### config.mk
export PLATFORM = sky130hd
export DESIGN_NAME = psmax_normalizer
export DESIGN_NICKNAME = d
export VERILOG_FILES = /design/src/rtl/psmax_pkg.sv /design/src/rtl/psmax_lzd.sv /design/src/rtl/psmax_normalizer.sv
export SDC_FILE = /design/constraint.sdc
export NUM_CORES = 1
export LEC_CHECK = 0
export ABC_AREA = 1
export BUFFER_PORTS_ARGS = -buffer_cell sky130_fd_sc_hd__buf_2
export CORE_MARGIN = 2
export CORE_UTILIZATION = 35
export CTS_CLUSTER_SIZE = 8
export DETAILED_ROUTE_END_ITERATION = 16
export SLEW_MARGIN = 10
export SYNTH_ARGS = -nofsm -noshare
export SYNTH_HDL_FRONTEND = slang
export SYNTH_HIERARCHICAL = 1
export SYNTH_SLANG_ARGS = --single-unit
### constraint.sdc
create_clock -name clk -period 5.3 [get_ports clk]
set_input_delay 1.06 -clock clk [delete_from_list [all_inputs] [get_ports clk]]
set_output_delay 1.06 -clock clk [all_outputs]
set_load 0.02 [all_outputs]
### src/rtl/psmax_pkg.sv
// Shared constants, state encoding and helpers
// for the pseudo-softmax datapath stages.
package psmax_pkg;

  localparam int DW        = 8;
  localparam int Q_SCALE   = 256;
  localparam int RECIP_NUM = 32768;

  typedef enum logic [1:0] {
    ACCUM,
    NORM,
    WAIT,
    EMIT
  } state_t;

  function automatic int clog2(input int v);
    int r;
    r = 0;
    while ((1 << r) < v) r++;
    return r;
  endfunction

endpackage

### src/rtl/psmax_lzd.sv
// Leading-one detector: index of the most significant set bit.
// Returns 0 when the input is all zeros.
module psmax_lzd #(
  parameter int SW = 11,
  parameter int MW = 4
) (
  input  logic [SW-1:0] d,
  output logic [MW-1:0] m
);

  always_comb begin
    m = '0;
    for (int i = 0; i < SW; i++)
      if (d[i]) m = MW'(i);
  end

endmodule

### src/rtl/psmax_normalizer.sv
// Buffers a vector, normalizes its sum through an external
// reciprocal unit and emits each element as a Q0.8 probability.
module psmax_normalizer
  import psmax_pkg::*;
#(
  parameter int N         = 8,
  parameter int RECIP_LAT = 1
) (
  input  logic          clk,
  input  logic          rst,
  input  logic          in_valid,
  output logic          in_ready,
  input  logic [DW-1:0] in_data,
  input  logic          in_last,
  output logic [DW-1:0] recip_in,
  input  logic [DW-1:0] recip_out,
  output logic          out_valid,
  input  logic          out_ready,
  output logic [DW-1:0] out_data,
  output logic          out_last,
  output logic          busy
);

  localparam int AW = clog2(N);
  localparam int CW = AW + 1;
  localparam int SW = DW + AW;
  localparam int MW = clog2(SW);
  localparam int WW = clog2(RECIP_LAT + 1) + 1;

  state_t        state, nstate;
  logic [DW-1:0] mem [N];
  logic [SW-1:0] sum;
  logic [CW-1:0] count;
  logic [AW-1:0] idx;
  logic [AW-1:0] sel;
  logic [MW-1:0] m;
  logic [DW-1:0] r;
  logic [DW-1:0] rr;
  logic [WW-1:0] wcnt;
  logic [SW-1:0] norm_w;
  logic [15:0]   prod;
  logic [15:0]   shifted;
  logic [DW-1:0] p;
  logic          in_hs, out_hs;
  logic          closing, last_out, wait_done;

  psmax_lzd #(.SW(SW), .MW(MW)) u_lzd (
    .d (sum),
    .m (m)
  );

  assign in_ready  = (state == ACCUM);
  assign busy      = (state != ACCUM) || (count != '0);
  assign in_hs     = in_valid && in_ready;
  assign out_hs    = out_valid && out_ready;
  assign closing   = in_hs && (in_last || count == CW'(N - 1));
  assign last_out  = out_hs && (CW'(idx) + CW'(1) == count);
  assign wait_done = (state == WAIT) && (wcnt == WW'(RECIP_LAT));

  always_comb begin
    norm_w = '0;
    if (sum == '0)
      norm_w = SW'(128);
    else if (m < MW'(7))
      norm_w = sum << (MW'(7) - m);
    else
      norm_w = sum >> (m - MW'(7));
  end

  // WAIT preloads element 0 straight from the reciprocal unit
  assign sel     = (state == WAIT) ? '0 : idx + AW'(1);
  assign rr      = (state == EMIT) ? r : recip_out;
  assign prod    = 16'(mem[sel]) * 16'(rr);
  assign shifted = prod >> m;
  assign p       = (shifted > 16'(Q_SCALE - 1)) ? 8'hFF
                                                : shifted[DW-1:0];

  always_ff @(posedge clk) begin
    if (rst) state <= ACCUM;
    else     state <= nstate;
  end

  always_comb begin
    nstate = state;
    unique case (state)
      ACCUM: if (closing)   nstate = NORM;
      NORM:                 nstate = WAIT;
      WAIT:  if (wait_done) nstate = EMIT;
      EMIT:  if (last_out)  nstate = ACCUM;
    endcase
  end

  always_ff @(posedge clk) begin
    if (in_hs) mem[count[AW-1:0]] <= in_data;
  end

  always_ff @(posedge clk) begin
    if (rst) begin
      sum       <= '0;
      count     <= '0;
      idx       <= '0;
      r         <= '0;
      wcnt      <= '0;
      recip_in  <= 8'h80;
      out_valid <= 1'b0;
      out_data  <= '0;
      out_last  <= 1'b0;
    end else begin
      unique case (state)
        ACCUM: begin
          if (in_hs) begin
            sum   <= sum + SW'(in_data);
            count <= count + CW'(1);
          end
        end
        NORM: begin
          recip_in <= norm_w[DW-1:0];
          wcnt     <= '0;
        end
        WAIT: begin
          if (wait_done) begin
            r         <= recip_out;
            out_data  <= p;
            out_valid <= 1'b1;
            out_last  <= (count == CW'(1));
            idx       <= '0;
          end else begin
            wcnt <= wcnt + WW'(1);
          end
        end
        EMIT: begin
          if (last_out) begin
            out_valid <= 1'b0;
            out_last  <= 1'b0;
            sum       <= '0;
            count     <= '0;
          end else if (out_hs) begin
            idx      <= idx + AW'(1);
            out_data <= p;
            out_last <= (CW'(idx) + CW'(2) == count);
          end
        end
      endcase
    end
  end

endmodule

[Yosys cells after proc, flatten, opt, wreduce, memory -nomap -nowiden]
Memory sizes are Yosys's and may differ from the RTL's.
Cells that the tools add are included.
Word-level totals
  register bits: 48
  bits in writable memories: 64
  bits of input ports: 21
  output and inout bits: 20
  word-level logic and storage cells: 106
  memories kept: 1
Cells by class
  $add $sub $neg: 8
  multipliers: 1
  order comparisons: 2
  equality and inequality tests: 16
  shift-type cells: 3
  mux-type cells: 44
  reductions and logical operators: 21
Memory list
  mem: words 8, width 8, read ports 1, clocked after Yosys merged registers in 0, write ports 1, line psmax_normalizer.sv:31  | logic [DW-1:0] mem [N];
Operator list (count)
  $mux W8: 7
  $mux W3: 8
  $mux W11: 2
  $pmux W11 S2: 1
  $mux W4: 5
  $gt A16 B8 Y1 const B: 1
  $mul A8 B8 Y16: 1
  $pmux W8 S2: 1
  $shr A16 B4 Y16: 1
  $mux W2: 6
  $reduce_and A3 Y1: 4
  $add A11 B8 Y11: 1
  $logic_not A11 Y1: 1
  $shl A11 B4 Y8: 1
  $shr A11 B4 Y8: 1
  $ne A2 B2 Y1 const B: 5
  $eq A4 B4 Y1: 2
  $mux W1: 8
  $pmux W2 S4: 1
  $pmux W4 S2: 1
  $reduce_bool A2 Y1: 4
  $pmux W3 S2: 1
  $logic_and A1 B1 Y1: 5
  $add A3 B1 Y4 const B: 1
  other kinds (20): 26

[Logic depth before layout (Yosys ltp)]
  depth in word-level cells: 16
  mapped depth: 39
  mapped depth without buffers: 37

[By module]
Netlist, hierarchy kept.
Modules (own cells, without submodules)
  psmax_normalizer: times used 1, cells an instance 1170, area each 8680.8 µm², seq. area each 2882.8 µm²
  psmax_lzd: times used 1, cells an instance 25, area each 105.1 µm², seq. area each 0.0 µm²

[Worst setup path after synthesis]
No wires, ideal clock.
  kind: reg-to-reg
  from: register state[0]
  to: register out_data[7]
  setup time: 109 ps
  arrival: 5571 ps
  data required time: 5191 ps
  setup slack: -380 ps
  stages on the path, launching flop included: 37
  path buffers: 1
  clock period less this slack: 5680 ps
  cell sequence: dfxtp_1 inv_1 ha_1 inv_1 nand2_1 buf_4 nand2_1 nand2_1 o21ai_0 inv_1 o21ai_0 nor2_1 fa_1 inv_1 fa_1 fa_1 fa_1 inv_1 ha_1 nand2_1 inv_1 nand2_1 nand2_1 inv_1 nand2_1 nand2_1 nand2_1 nand2_1 nand2_1 nand2_1 nand3_1 nand2_2 a21oi_2 nor2_2 nand3b_1 nand2_1 inv_1
Between the ends
  word-level cells in the longest chain between the ends: 10
  elaborated cells between the ends (all ways): 19
  classes of those cells: mul: 1; order compare: 1; eq/ne: 5; shift: 1; mux: 7; reduce/logical: 3; memory: 1
RTL lines
  start: declaration: line psmax_normalizer.sv:30  | state_t state, nstate;
  start signal: assignment: line psmax_normalizer.sv:80  | else state <= nstate;
  $eq A2 B2 Y1: line psmax_normalizer.sv:58, psmax_normalizer.sv:71, psmax_normalizer.sv:109
  $mux W3: line psmax_normalizer.sv:71  | assign sel = (state == WAIT) ? '0 : idx + AW'(1);
  $mem_v2 Z8 W8
  $mul A8 B8 Y16: line psmax_normalizer.sv:73  | assign prod = 16'(mem[sel]) * 16'(rr);
  $shr A16 B4 Y16: line psmax_normalizer.sv:74  | assign shifted = prod >> m;
  $gt A16 B8 Y1: line psmax_normalizer.sv:75  | assign p = (shifted > 16'(Q_SCALE - 1)) ? 8'hFF
  $mux W8: line psmax_normalizer.sv:75
  $mux W8: line psmax_normalizer.sv:137  | end else if (out_hs) begin
  $mux W8: line psmax_normalizer.sv:132  | if (last_out) begin
  $pmux W8 S2: line psmax_normalizer.sv:109  | unique case (state)
  end signal: assignment: line psmax_normalizer.sv:123  | out_data <= p;
  end signal: assignment: line psmax_normalizer.sv:139  | out_data <= p;
  end: declaration: line psmax_normalizer.sv:19  | output logic [DW-1:0] out_data,
Several ways; a longest one is shown, not always the timed one. The select of a mux whose other input is x is not followed.
A chain may end at the register's enable or synchronous reset.

[Worst setup path after layout]
  from: register idx[0]
  to: register out_data[6]
Between the ends
  word-level cells in the longest chain between the ends: 10
  elaborated cells between the ends (all ways): 16
  classes of those cells: add/sub: 2; mul: 1; order compare: 1; eq/ne: 2; shift: 1; mux: 6; reduce/logical: 2; memory: 1
RTL lines
  start: declaration: line psmax_normalizer.sv:34  | logic [AW-1:0] idx;
  start signal: assignment: line psmax_normalizer.sv:138  | idx <= idx + AW'(1);
  $add A3 B1 Y3: line psmax_normalizer.sv:71
  $mux W3: line psmax_normalizer.sv:71
  $mem_v2 Z8 W8
  $mul A8 B8 Y16: line psmax_normalizer.sv:73
  $shr A16 B4 Y16: line psmax_normalizer.sv:74
  $gt A16 B8 Y1: line psmax_normalizer.sv:75
  $mux W8: line psmax_normalizer.sv:75
  $mux W8: line psmax_normalizer.sv:137
  $mux W8: line psmax_normalizer.sv:132
  $pmux W8 S2: line psmax_normalizer.sv:109
Several ways; a longest one is shown, not always the timed one. The select of a mux whose other input is x is not followed.

==> results.txt <==
----------------------------------------------------
[Timing]
  Post-route fraction of the period consumed by the critical path ... 106%
  Final hold violation count ... 0
  Final worst-path setup slack ... -0.340 ns
  RSZ-0062 raised after global routing ... yes
  Final Skew ... just under 0.02 ns
  Worst Tran Pin Value ... approximately 1.1 ns
  Max-slew violation total from the final report ... 0
  Setup TNS Final ... -2.55 ns
  Final setup vio count ... 8
  Highest achievable clock rate ... ~0.18 GHz
  Worst-case headroom to the max-slew limit ... between 20% and 30%
  Final period demand of the worst path ... 5.64 ns

[Worst hold path]
  Cells on Worst Hold Path ... 2
  Worst hold-check path type ... reg -> reg

[Worst setup path]
  Slowest cell on the critical path ... fa_1
  Nature of the critical path startpoint ... register
  Crit. End Element ... register
  Most used cell along the critical path ... nand2_1
  R2R Path End ... out_data[6]
  Required time at the worst-slack endpoint ... approximately 5.6 ns
  Highest cell delay on the worst timing path ... 0.57 ns
  Reg-to-reg critical path startpoint ... idx[0]
  Cell depth of the worst flop-to-flop path ... 36
  CP Launch Point ... idx[0]
  Class of the most critical setup path ... reg -> reg
  Biggest fanout along the worst timing path ... 5
  Capturing element of the worst setup path ... out_data[6]
  Arrival time reported for the critical path endpoint ... around 6 ns
  R2r setup slk ... -0.34 ns

[Global route]
  First-pass GRT wire length ... between 30 and 40 mm
  Aggregate global-route resource usage ... between 10% and 20%
  Number of antenna violations at the first check in global routing ... 0
  GR Overflow Total ... 0
  Vias in the first global route ... between 7000 and 8000
  Pin count of the biggest net entering global routing ... 28

[Drt]
  Vias per cell ... between 4 and 5
  First-pass detailed-route iteration total ... 5
  WL met2 ... ~11 mm
  Detail Route met3 WL ... around 840 um
  Antenna Violating Nets Remaining ... 0
  WL met1 ... ~11 mm
  Average wire per standard cell ... 14.3 um
  Vias ... between 8000 and 9000
  Post-route DRC violation count ... 0
  Post-Route WL ... around 24 mm
  Number of DRC violations after detailed-routing iteration 0 ... just over 500
  Highest routed metal layer ... met4

[Placed design]
  Port buffer count ... 40
  Routability congestion estimate from global placement ... approximately 0.93
  Estimated wirelength of the detail-placed design ... between 15 and 20 mm

[Flow run]
  Count of max-cap constraint violations ... 0

[Run status]
  Failing checks ... setup timing
  Status ... finished with violations

[Synthesis]
  Top-area cell type share of the netlist area ... around 22%
  Mean cell area of the mapped netlist ... between 7 and 8 um^2
  Largest area contributor in the synthesized netlist ... edfxtp_1
  Synth unique cells ... 49
  Mapped Cells ... around 1200
  Number of register bits inferred by synthesis ... between 100 and 150
  Top flip-flop cell by instance count after synthesis ... edfxtp_1
  Most common cell in the netlist ... nand2_1
  Portion of the post-synthesis area used by sequential elements ... 32.8%
  Commonest cells in the synthesized netlist ... nand2_1, inv_1, nor2_1
  Count of warnings emitted by yosys ... 6
  Cell types occupying the most area after synthesis ... edfxtp_1, nand2_1, dfxtp_1
  Combined area of all synthesized cells ... slightly below 9000 um^2
  Fraction of synthesis flops using an asynchronous set or reset pin ... 0%
  Post-synth EDFFs ... 64
  Number of nets in the synthesized netlist ... 1308

[Die]
  Die ar. ... 26400 um^2
  Floorplan die height ... between 150 and 200 um
  Die span in x ... ~160 um
  Std-Cell Rows ... 57
  Core region area ... roughly 24000 um^2
  Number of top-level design ports ... just over 40
  Initial cell density of the core ... ~36%

[Layout]
  ANT cells ... 0
  Share of final-layout standard cells stronger than drive strength 1 ... between 20 and 30%
  Fill cell count ... approximately 2400
  Count of nets after finishing ... ~1400
  Layout overhead on the synthesized area ... 25.6%

[Clocking]
  Cts bufs inserted ... 9
  Hold Buf Count CTS ... 0
  Clock root cell ... clkbuf_16
  Clock slew at the register clock pins of the worst setup and hold paths ... 0.10 ns
  Total number of H-tree levels ... 3
  Number of sinks handled by clock tree synthesis ... between 100 and 150
  Max Buffers Root-to-Sink ... 2
  Clock latency of the later-clocked register in the worst-skew pair ... about 0.37 ns
  Clock tree from TritonCTS ... done

----------------------------------------------------
## layer usage
layer / global-route usage, % / vias to the layer above
li1: - / 4128
met1: 25.1 / 3926
met2: 30.9 / 149
met3: 2.09 / 18
met4: 3.26 / 0
met5: 0 / -
## through the flow
stage	hold WS (ns)	instances	util, %	setup WS (ns)	area, um^2
finish	0.464	1648	45.1	-0.340	11000
global route	0.490	1648	45.1	-0.642	11000
CTS	0.470	1635	43.8	-0.292	10700
detailed placement	0.457	1605	40.8	-0.495	9980
global placement	0.452	1605	40.8	-0.458	9980
floorplan	0.433	1195	-	0.00459	8930
## final cells by class
cell class	instances	area (um^2)	share of cell area [%]
Clock buffer	9	225	2.04
Clock inverter	7	92.6	0.839
Inverter	172	651	5.89
Multi-Input combinational cell	873	5610	50.9
Sequential cell	112	2890	26.2
Tap cell	324	405	3.67
Timing Repair Buffer	151	1160	10.5
## logic make-up after synthesis
group | count (synthesis) | share of synthesized area [%]
compound gates | 176 | 11.3
xor+xnor | 12 | 1.20
fa+ha+maj | 92 | 16.3
buf+inv | 210 | 9.66
flops | 112 | 32.8
mux | 3 | 0.342
simple gates | 590 | 28.4
## repair_timing
action,4_1_cts,5_1_grt
endpoints found under the setup margin,8,8
pin swaps,31,61
resized for setup,85,71
cloned,2,0
buffers inserted,12,14
## sequential cells by signal, indices dropped and copies added (netlist names)
register / flops
out_valid: 1
idx: 3
r: 8
state: 2
wcnt: 2
out_last: 1
mem: 64
sum: 11
recip_in: 8
count: 4
out_data: 8
## critical path: cells and delay by family (launching register included)
kind	cells	cell delay, ns
buffers and inverters	9	0.62
adders and majority gates	6	2.59
AOI/OAI and AO/OA	3	0.42
and+or+nand+nor	18	1.52
DFF	1	0.37
## cell usage in the layout (no fill, tap or decap), types with 14 or more instances in the layout
cell / netlist / final
a21oi_1: 63 / 54
buf_2: 15 / 40
buf_4: 3 / 90
buf_6: 4 / 15
dfxtp_1: 48 / 45
edfxtp_1: 64 / 64
fa_1: 37 / 37
ha_1: 55 / 45
inv_1: 160 / 139
inv_2: 7 / 26
nand2_1: 320 / 278
nand2_2: 7 / 43
nand3_1: 94 / 71
nand3_2: 3 / 25
nor2_1: 125 / 112
o21ai_0: 67 / 53
o21ai_1: 8 / 14
## how the worst min path moves through the flow
stage                   to         from
2_1_floorplan      wcnt[0]      wcnt[0]
3_3_place_gp   recip_in[0]  recip_in[0]
3_5_place_dp   recip_in[5]  recip_in[5]
4_1_cts        recip_in[5]  recip_in[5]
5_1_grt        recip_in[1]  recip_in[1]
6_report       recip_in[5]  recip_in[5]
Power is left out: the tool's default activity adds up to more than one toggle a clock period on the data nets, which glitch-free logic cannot reach.
